### src/rtl/trdb_trace_ctrl_if.sv
// Control/handshake bundle between the trigger/filter/emitter side and the trace session sequencer.
// The master side drives requests and acks; the slave (sequencer) drives enables, packet requests and counters.
interface trdb_trace_ctrl_if #(
    parameter int unsigned CNT_W = 16
);
    logic             trace_activated_i;
    logic             trace_req_on_i;
    logic             trace_req_off_i;
    logic             emitter_busy_i;
    logic             pkt_ack_i;
    logic             trace_enable_o;
    logic             start_pkt_req_o;
    logic             stop_pkt_req_o;
    logic             busy_o;
    logic [CNT_W-1:0] session_cnt_o;
    logic [CNT_W-1:0] timeout_cnt_o;

    modport master (
        output trace_activated_i, trace_req_on_i, trace_req_off_i, emitter_busy_i, pkt_ack_i,
        input  trace_enable_o, start_pkt_req_o, stop_pkt_req_o, busy_o, session_cnt_o, timeout_cnt_o
    );

    modport slave (
        input  trace_activated_i, trace_req_on_i, trace_req_off_i, emitter_busy_i, pkt_ack_i,
        output trace_enable_o, start_pkt_req_o, stop_pkt_req_o, busy_o, session_cnt_o, timeout_cnt_o
    );
endinterface

### src/rtl/trdb_trace_ctrl.sv
// Trace session sequencer: start packet -> tracing -> bounded emitter drain -> stop packet.
// Outputs are decoded from the state register, so a request shows up one cycle after it is sampled.
module trdb_trace_ctrl #(
    parameter int unsigned DRAIN_TIMEOUT = 64,
    parameter int unsigned CNT_W         = 16
) (
    input logic              clk_i,
    input logic              rst_ni,
    trdb_trace_ctrl_if.slave bus
);
    localparam int unsigned      DW         = (DRAIN_TIMEOUT > 1) ? $clog2(DRAIN_TIMEOUT) : 1;
    localparam logic [DW-1:0]    DRAIN_LAST = DW'(DRAIN_TIMEOUT - 1);
    localparam logic [CNT_W-1:0] CNT_MAX    = '1;

    typedef enum logic [2:0] {
        S_IDLE,
        S_START,
        S_TRACING,
        S_DRAIN,
        S_STOP
    } state_e;

    state_e           state_q, state_d;
    logic [DW-1:0]    drain_q, drain_d;
    logic [CNT_W-1:0] session_q, session_d;
    logic [CNT_W-1:0] timeout_q, timeout_d;

    logic go, stop;
    logic trace_enable, start_req, stop_req, busy;

    assign go   = bus.trace_activated_i & bus.trace_req_on_i & ~bus.trace_req_off_i;
    assign stop = ~bus.trace_activated_i | bus.trace_req_off_i;

    always_ff @(posedge clk_i or negedge rst_ni) begin
        if (!rst_ni) begin
            state_q   <= S_IDLE;
            drain_q   <= '0;
            session_q <= '0;
            timeout_q <= '0;
        end else begin
            state_q   <= state_d;
            drain_q   <= drain_d;
            session_q <= session_d;
            timeout_q <= timeout_d;
        end
    end

    always_comb begin
        state_d      = state_q;
        drain_d      = drain_q;
        session_d    = session_q;
        timeout_d    = timeout_q;
        trace_enable = 1'b0;
        start_req    = 1'b0;
        stop_req     = 1'b0;
        busy         = (state_q != S_IDLE);

        unique case (state_q)
            S_IDLE: begin
                if (go) state_d = S_START;
            end
            S_START: begin
                start_req = 1'b1;
                // An ack that coincides with stop means the start packet went out,
                // so the session proceeds and is closed by a matching stop packet.
                if (bus.pkt_ack_i)  state_d = S_TRACING;
                else if (stop)      state_d = S_IDLE;
            end
            S_TRACING: begin
                trace_enable = 1'b1;
                if (stop) begin
                    state_d = S_DRAIN;
                    drain_d = '0;
                end
            end
            S_DRAIN: begin
                if (!bus.emitter_busy_i) begin
                    state_d = S_STOP;
                end else if (drain_q == DRAIN_LAST) begin
                    state_d = S_STOP;
                    if (timeout_q != CNT_MAX) timeout_d = timeout_q + 1'b1;
                end else begin
                    drain_d = drain_q + 1'b1;
                end
            end
            S_STOP: begin
                stop_req = 1'b1;
                if (bus.pkt_ack_i) begin
                    state_d = S_IDLE;
                    if (session_q != CNT_MAX) session_d = session_q + 1'b1;
                end
            end
            default: state_d = S_IDLE;
        endcase
    end

    assign bus.trace_enable_o  = trace_enable;
    assign bus.start_pkt_req_o = start_req;
    assign bus.stop_pkt_req_o  = stop_req;
    assign bus.busy_o          = busy;
    assign bus.session_cnt_o   = session_q;
    assign bus.timeout_cnt_o   = timeout_q;
endmodule
### src/flat_wrapper.sv
// flat-port wrapper written by rule: the top's interface ports become plain ports
module trdb_trace_ctrl_flat 
#(
    parameter int unsigned DRAIN_TIMEOUT = 64,
    parameter int unsigned CNT_W         = 16
)
  (clk_i, rst_ni, bus_trace_activated_i, bus_trace_req_on_i, bus_trace_req_off_i, bus_emitter_busy_i, bus_pkt_ack_i, bus_trace_enable_o, bus_start_pkt_req_o, bus_stop_pkt_req_o, bus_busy_o, bus_session_cnt_o, bus_timeout_cnt_o);
  trdb_trace_ctrl_if #(.CNT_W(CNT_W)) bus_i ();
  input logic clk_i;
  input logic rst_ni;
  input wire logic [$bits(bus_i.trace_activated_i)-1:0] bus_trace_activated_i;
  input wire logic [$bits(bus_i.trace_req_on_i)-1:0] bus_trace_req_on_i;
  input wire logic [$bits(bus_i.trace_req_off_i)-1:0] bus_trace_req_off_i;
  input wire logic [$bits(bus_i.emitter_busy_i)-1:0] bus_emitter_busy_i;
  input wire logic [$bits(bus_i.pkt_ack_i)-1:0] bus_pkt_ack_i;
  output wire logic [$bits(bus_i.trace_enable_o)-1:0] bus_trace_enable_o;
  output wire logic [$bits(bus_i.start_pkt_req_o)-1:0] bus_start_pkt_req_o;
  output wire logic [$bits(bus_i.stop_pkt_req_o)-1:0] bus_stop_pkt_req_o;
  output wire logic [$bits(bus_i.busy_o)-1:0] bus_busy_o;
  output wire logic [$bits(bus_i.session_cnt_o)-1:0] bus_session_cnt_o;
  output wire logic [$bits(bus_i.timeout_cnt_o)-1:0] bus_timeout_cnt_o;
  assign bus_i.trace_activated_i = bus_trace_activated_i;
  assign bus_i.trace_req_on_i = bus_trace_req_on_i;
  assign bus_i.trace_req_off_i = bus_trace_req_off_i;
  assign bus_i.emitter_busy_i = bus_emitter_busy_i;
  assign bus_i.pkt_ack_i = bus_pkt_ack_i;
  assign bus_trace_enable_o = bus_i.trace_enable_o;
  assign bus_start_pkt_req_o = bus_i.start_pkt_req_o;
  assign bus_stop_pkt_req_o = bus_i.stop_pkt_req_o;
  assign bus_busy_o = bus_i.busy_o;
  assign bus_session_cnt_o = bus_i.session_cnt_o;
  assign bus_timeout_cnt_o = bus_i.timeout_cnt_o;
  trdb_trace_ctrl #(.DRAIN_TIMEOUT(DRAIN_TIMEOUT), .CNT_W(CNT_W)) u_core (.clk_i(clk_i), .rst_ni(rst_ni), .bus(bus_i));
endmodule
### config.mk
export PLATFORM = sky130hd
export DESIGN_NAME = trdb_trace_ctrl_flat
export DESIGN_NICKNAME = d
export VERILOG_FILES = /design/src/rtl/trdb_trace_ctrl_if.sv /design/src/rtl/trdb_trace_ctrl.sv /design/src/flat_wrapper.sv
export SDC_FILE = /design/constraint.sdc
export NUM_CORES = 1
export LEC_CHECK = 0
export ABC_AREA = 1
export BUFFER_PORTS_ARGS = -buffer_cell sky130_fd_sc_hd__buf_2
export CORE_AREA = 2 2 74 76
export DETAILED_ROUTE_END_ITERATION = 12
export DIE_AREA = 0 0 76 78
export PLACE_DENSITY = 0.72
export SLEW_MARGIN = 40
export SYNTH_ARGS = -nofsm -noshare
export SYNTH_HDL_FRONTEND = slang
export SYNTH_SLANG_ARGS = --single-unit
### constraint.sdc
create_clock -name clk_i -period 1.6 [get_ports clk_i]
set_input_delay 0.48 -clock clk_i [delete_from_list [all_inputs] [get_ports clk_i]]
set_output_delay 0.48 -clock clk_i [all_outputs]
set_load 0.02 [all_outputs]
==> impl_metrics.toml <==
[run_status]
status = "complete, but fails checks"
violations = "negative setup slack"

[floorplanning]
die_h_um = 78
fp.coreArea_mm2 = 0.00504
io-pin-count = 43
die_w_um = 76
initial_core_util_pct = 51.1
die_area_mm2 = 0.00593
core.rowCount = 26

[synthesis]
ys_types = 26
syn_avg_cell_area_um2 = 6.90
postSynth.asyncResetShare_pct = 100
synth_nets = 383
yosysWarnings = 0
ys_seq_area_share_pct = 39.8
netlist_area_mm2 = 0.00257
synth_flop_cell = "dfrtp_1"
synth-edff-count = 0
netlist_instances = 373
ys_ff_latch = 41

[route]
firstDrtPassIters = 4
wire_per_inst_um = 12.5
via_count = 2657
viasPerCell = 5.02
postRouteWirelength_um = 6590
postRouteAntennaNets = 0
drtIter0Drc = 104
drc = 0

[finish]
utilization_pct = 66.0
area_delta_synth_final_pct = 29.2
regArea_mm2 = 0.00104
drive_above_1_share_pct = 27.9
fill_cells = 455
multi_input_area_mm2 = 0.00145
n_antenna_cell = 0
final_common_cell = "nand2_1"
most-common-layout-cells = "nand2_1 (168), buf_2 (39), buf_4 (38), nor2_1 (35), dfrtp_1 (33)"
nets = 468

[sta]
finalSetupTns_ns = -0.0380
setup_ws_ns = -0.0159
fmax_ghz = 0.619
hold_slack_ns = 0.153
setup_viol = 3
slew_viol_final = 0
worstMarginPinSlew_ns = 0.314
slew_headroom_pct = 79.0
fin_crit_sh_pct = 101
fin_skew_ns = 0.00607
rsz0062_at_grt = "true"
hold_viol_final = 0
period_needed_ns = 1.62

[clock_network]
clk_latency_ns = 0.29
cts.sinks = 41
postCtsHoldBufs = 0
cts_tree = "yes"
cts-root-buf = "clkbuf_8"
clk_path_buf_depth = 2
cts_buffers = 5
cts.clk_slew.worst_paths_ns = 0.08
htreeDepth = 2

[pwr]
vdd_drop_max_mv = 0.807
power_mw = 2.86
p_per_area_mw_per_mm2 = 858
leakagePower_nw = 1.77

[worst_setup_path]
worstSetupPathType = "flip-flop to output port"
critPathMaxFanout = 4
critPathLaunchType = "flip-flop"
crit_required_ns = 1.12
cp.arrival_ns = 1.14
cp-end-kind = "output port"

[grt]
grt_max_degree = 22
grt_usage_pct = 23.2
overflow = 0
grt_pass1_wl_um = 11200
antenna_found_initial = 0
grt_pass1_vias = 2461

[placement]
routabilityCongestion = 0.848
portBuffers = 42
dp_slack_ns = -0.0979
dp_hpwl_um = 4800

[min_path]
hold_path.class = "input pin to asynchronous set/reset pin"

[job]
maxCapViolations = 0
metal layers:
layer	up-vias	GRT usage [%]	wire length [µm]
met3	6	3.84	267
met1	1236	28.9	2970
met2	75	40.4	3290
li1	1340	-	-
met4	0	9.45	68
met5	-	0	0
area by class of cell:
type,instances,share of cell area [%]
clock buffers,6,2.18
clock inverters,2,0.301
inverters,33,3.80
multi-input cells,295,43.6
flip-flops and latches,41,31.1
well taps,70,2.63
repair buffers,82,16.4
Yosys cell counts (2+ instances only):
master | instances | share of area (%)
inv_2 | 2 | 0.29
inv_1 | 31 | 4.5
nand2_1 | 171 | 25
ha_1 | 3 | 1.5
o21ai_0 | 6 | 1.2
nand3b_1 | 4 | 1.2
nor2_4 | 3 | 1.3
xnor2_1 | 10 | 3.4
buf_6 | 2 | 0.87
dfrtp_1 | 41 | 40
nor2_2 | 3 | 0.73
nand3_1 | 25 | 4.9
nor2_1 | 40 | 5.8
xor2_1 | 8 | 2.7
nand4_1 | 13 | 3.2
worst max-delay path, cell delays in order (launching register included):
cell,delay (ns)
dfrtp_2,0.46
nor2_4,0.15
nand2_2,0.08
inv_2,0.06
buf_6,0.10
cell families after synthesis:
group / count (synthesis) / share of synthesized area, %
buf+inv: 37 / 6.17
compound gates: 9 / 2.14
simple gates: 265 / 44.3
fa+ha+maj: 3 / 1.46
flops: 41 / 39.8
xor+xnor: 18 / 6.12
per-stage QoR:
| step | area [µm²] | instances |
|---|---|---|
| after floorplan | 2580 | 373 |
| after global placement | 3060 | 510 |
| after detailed placement | 3060 | 510 |
| after CTS | 3240 | 523 |
| after global routing | 3330 | 529 |
| final | 3330 | 529 |
sequential cells by signal, indices dropped and copies added (netlist names):
register / flops
u_core.bus.session_cnt_o: 16
u_core.bus.timeout_cnt_o: 16
u_core.drain_q: 6
u_core.state_q: 3
what timing repair did:
item                                   4_1_cts  5_1_grt
pin swaps                                    4        5
setup endpoints to repair                   14       35
gates resized for setup                     23       10
buffers inserted                             5        6
endpoints found under the hold margin        0        0
report_power, final:
group          total, mW  internal (mW)  switching, mW
clock network      0.671          0.303          0.369
registers           1.21           1.12         0.0924
logic              0.972          0.403          0.568
final timing paths:
path | from | to | slack, ns | cells after the start
max in group asynchronous | rst_ni | u_core.bus.timeout_cnt_o[6] | 1.19 | 2
worst max-delay path | u_core.state_q[0] | bus_trace_enable_o | -0.02 | 4
worst min register to register | u_core.bus.session_cnt_o[15] | u_core.bus.session_cnt_o[15] | 0.54 | 2
worst min-delay path | rst_ni | u_core.bus.session_cnt_o[10] | 0.15 | 2
min in group clk_i | bus_pkt_ack_i | u_core.state_q[2] | 0.48 | 4
worst max register to register | u_core.drain_q[0] | u_core.drain_q[0] | 0.06 | 8
Note: power is estimated with default switching activity, not from simulation.
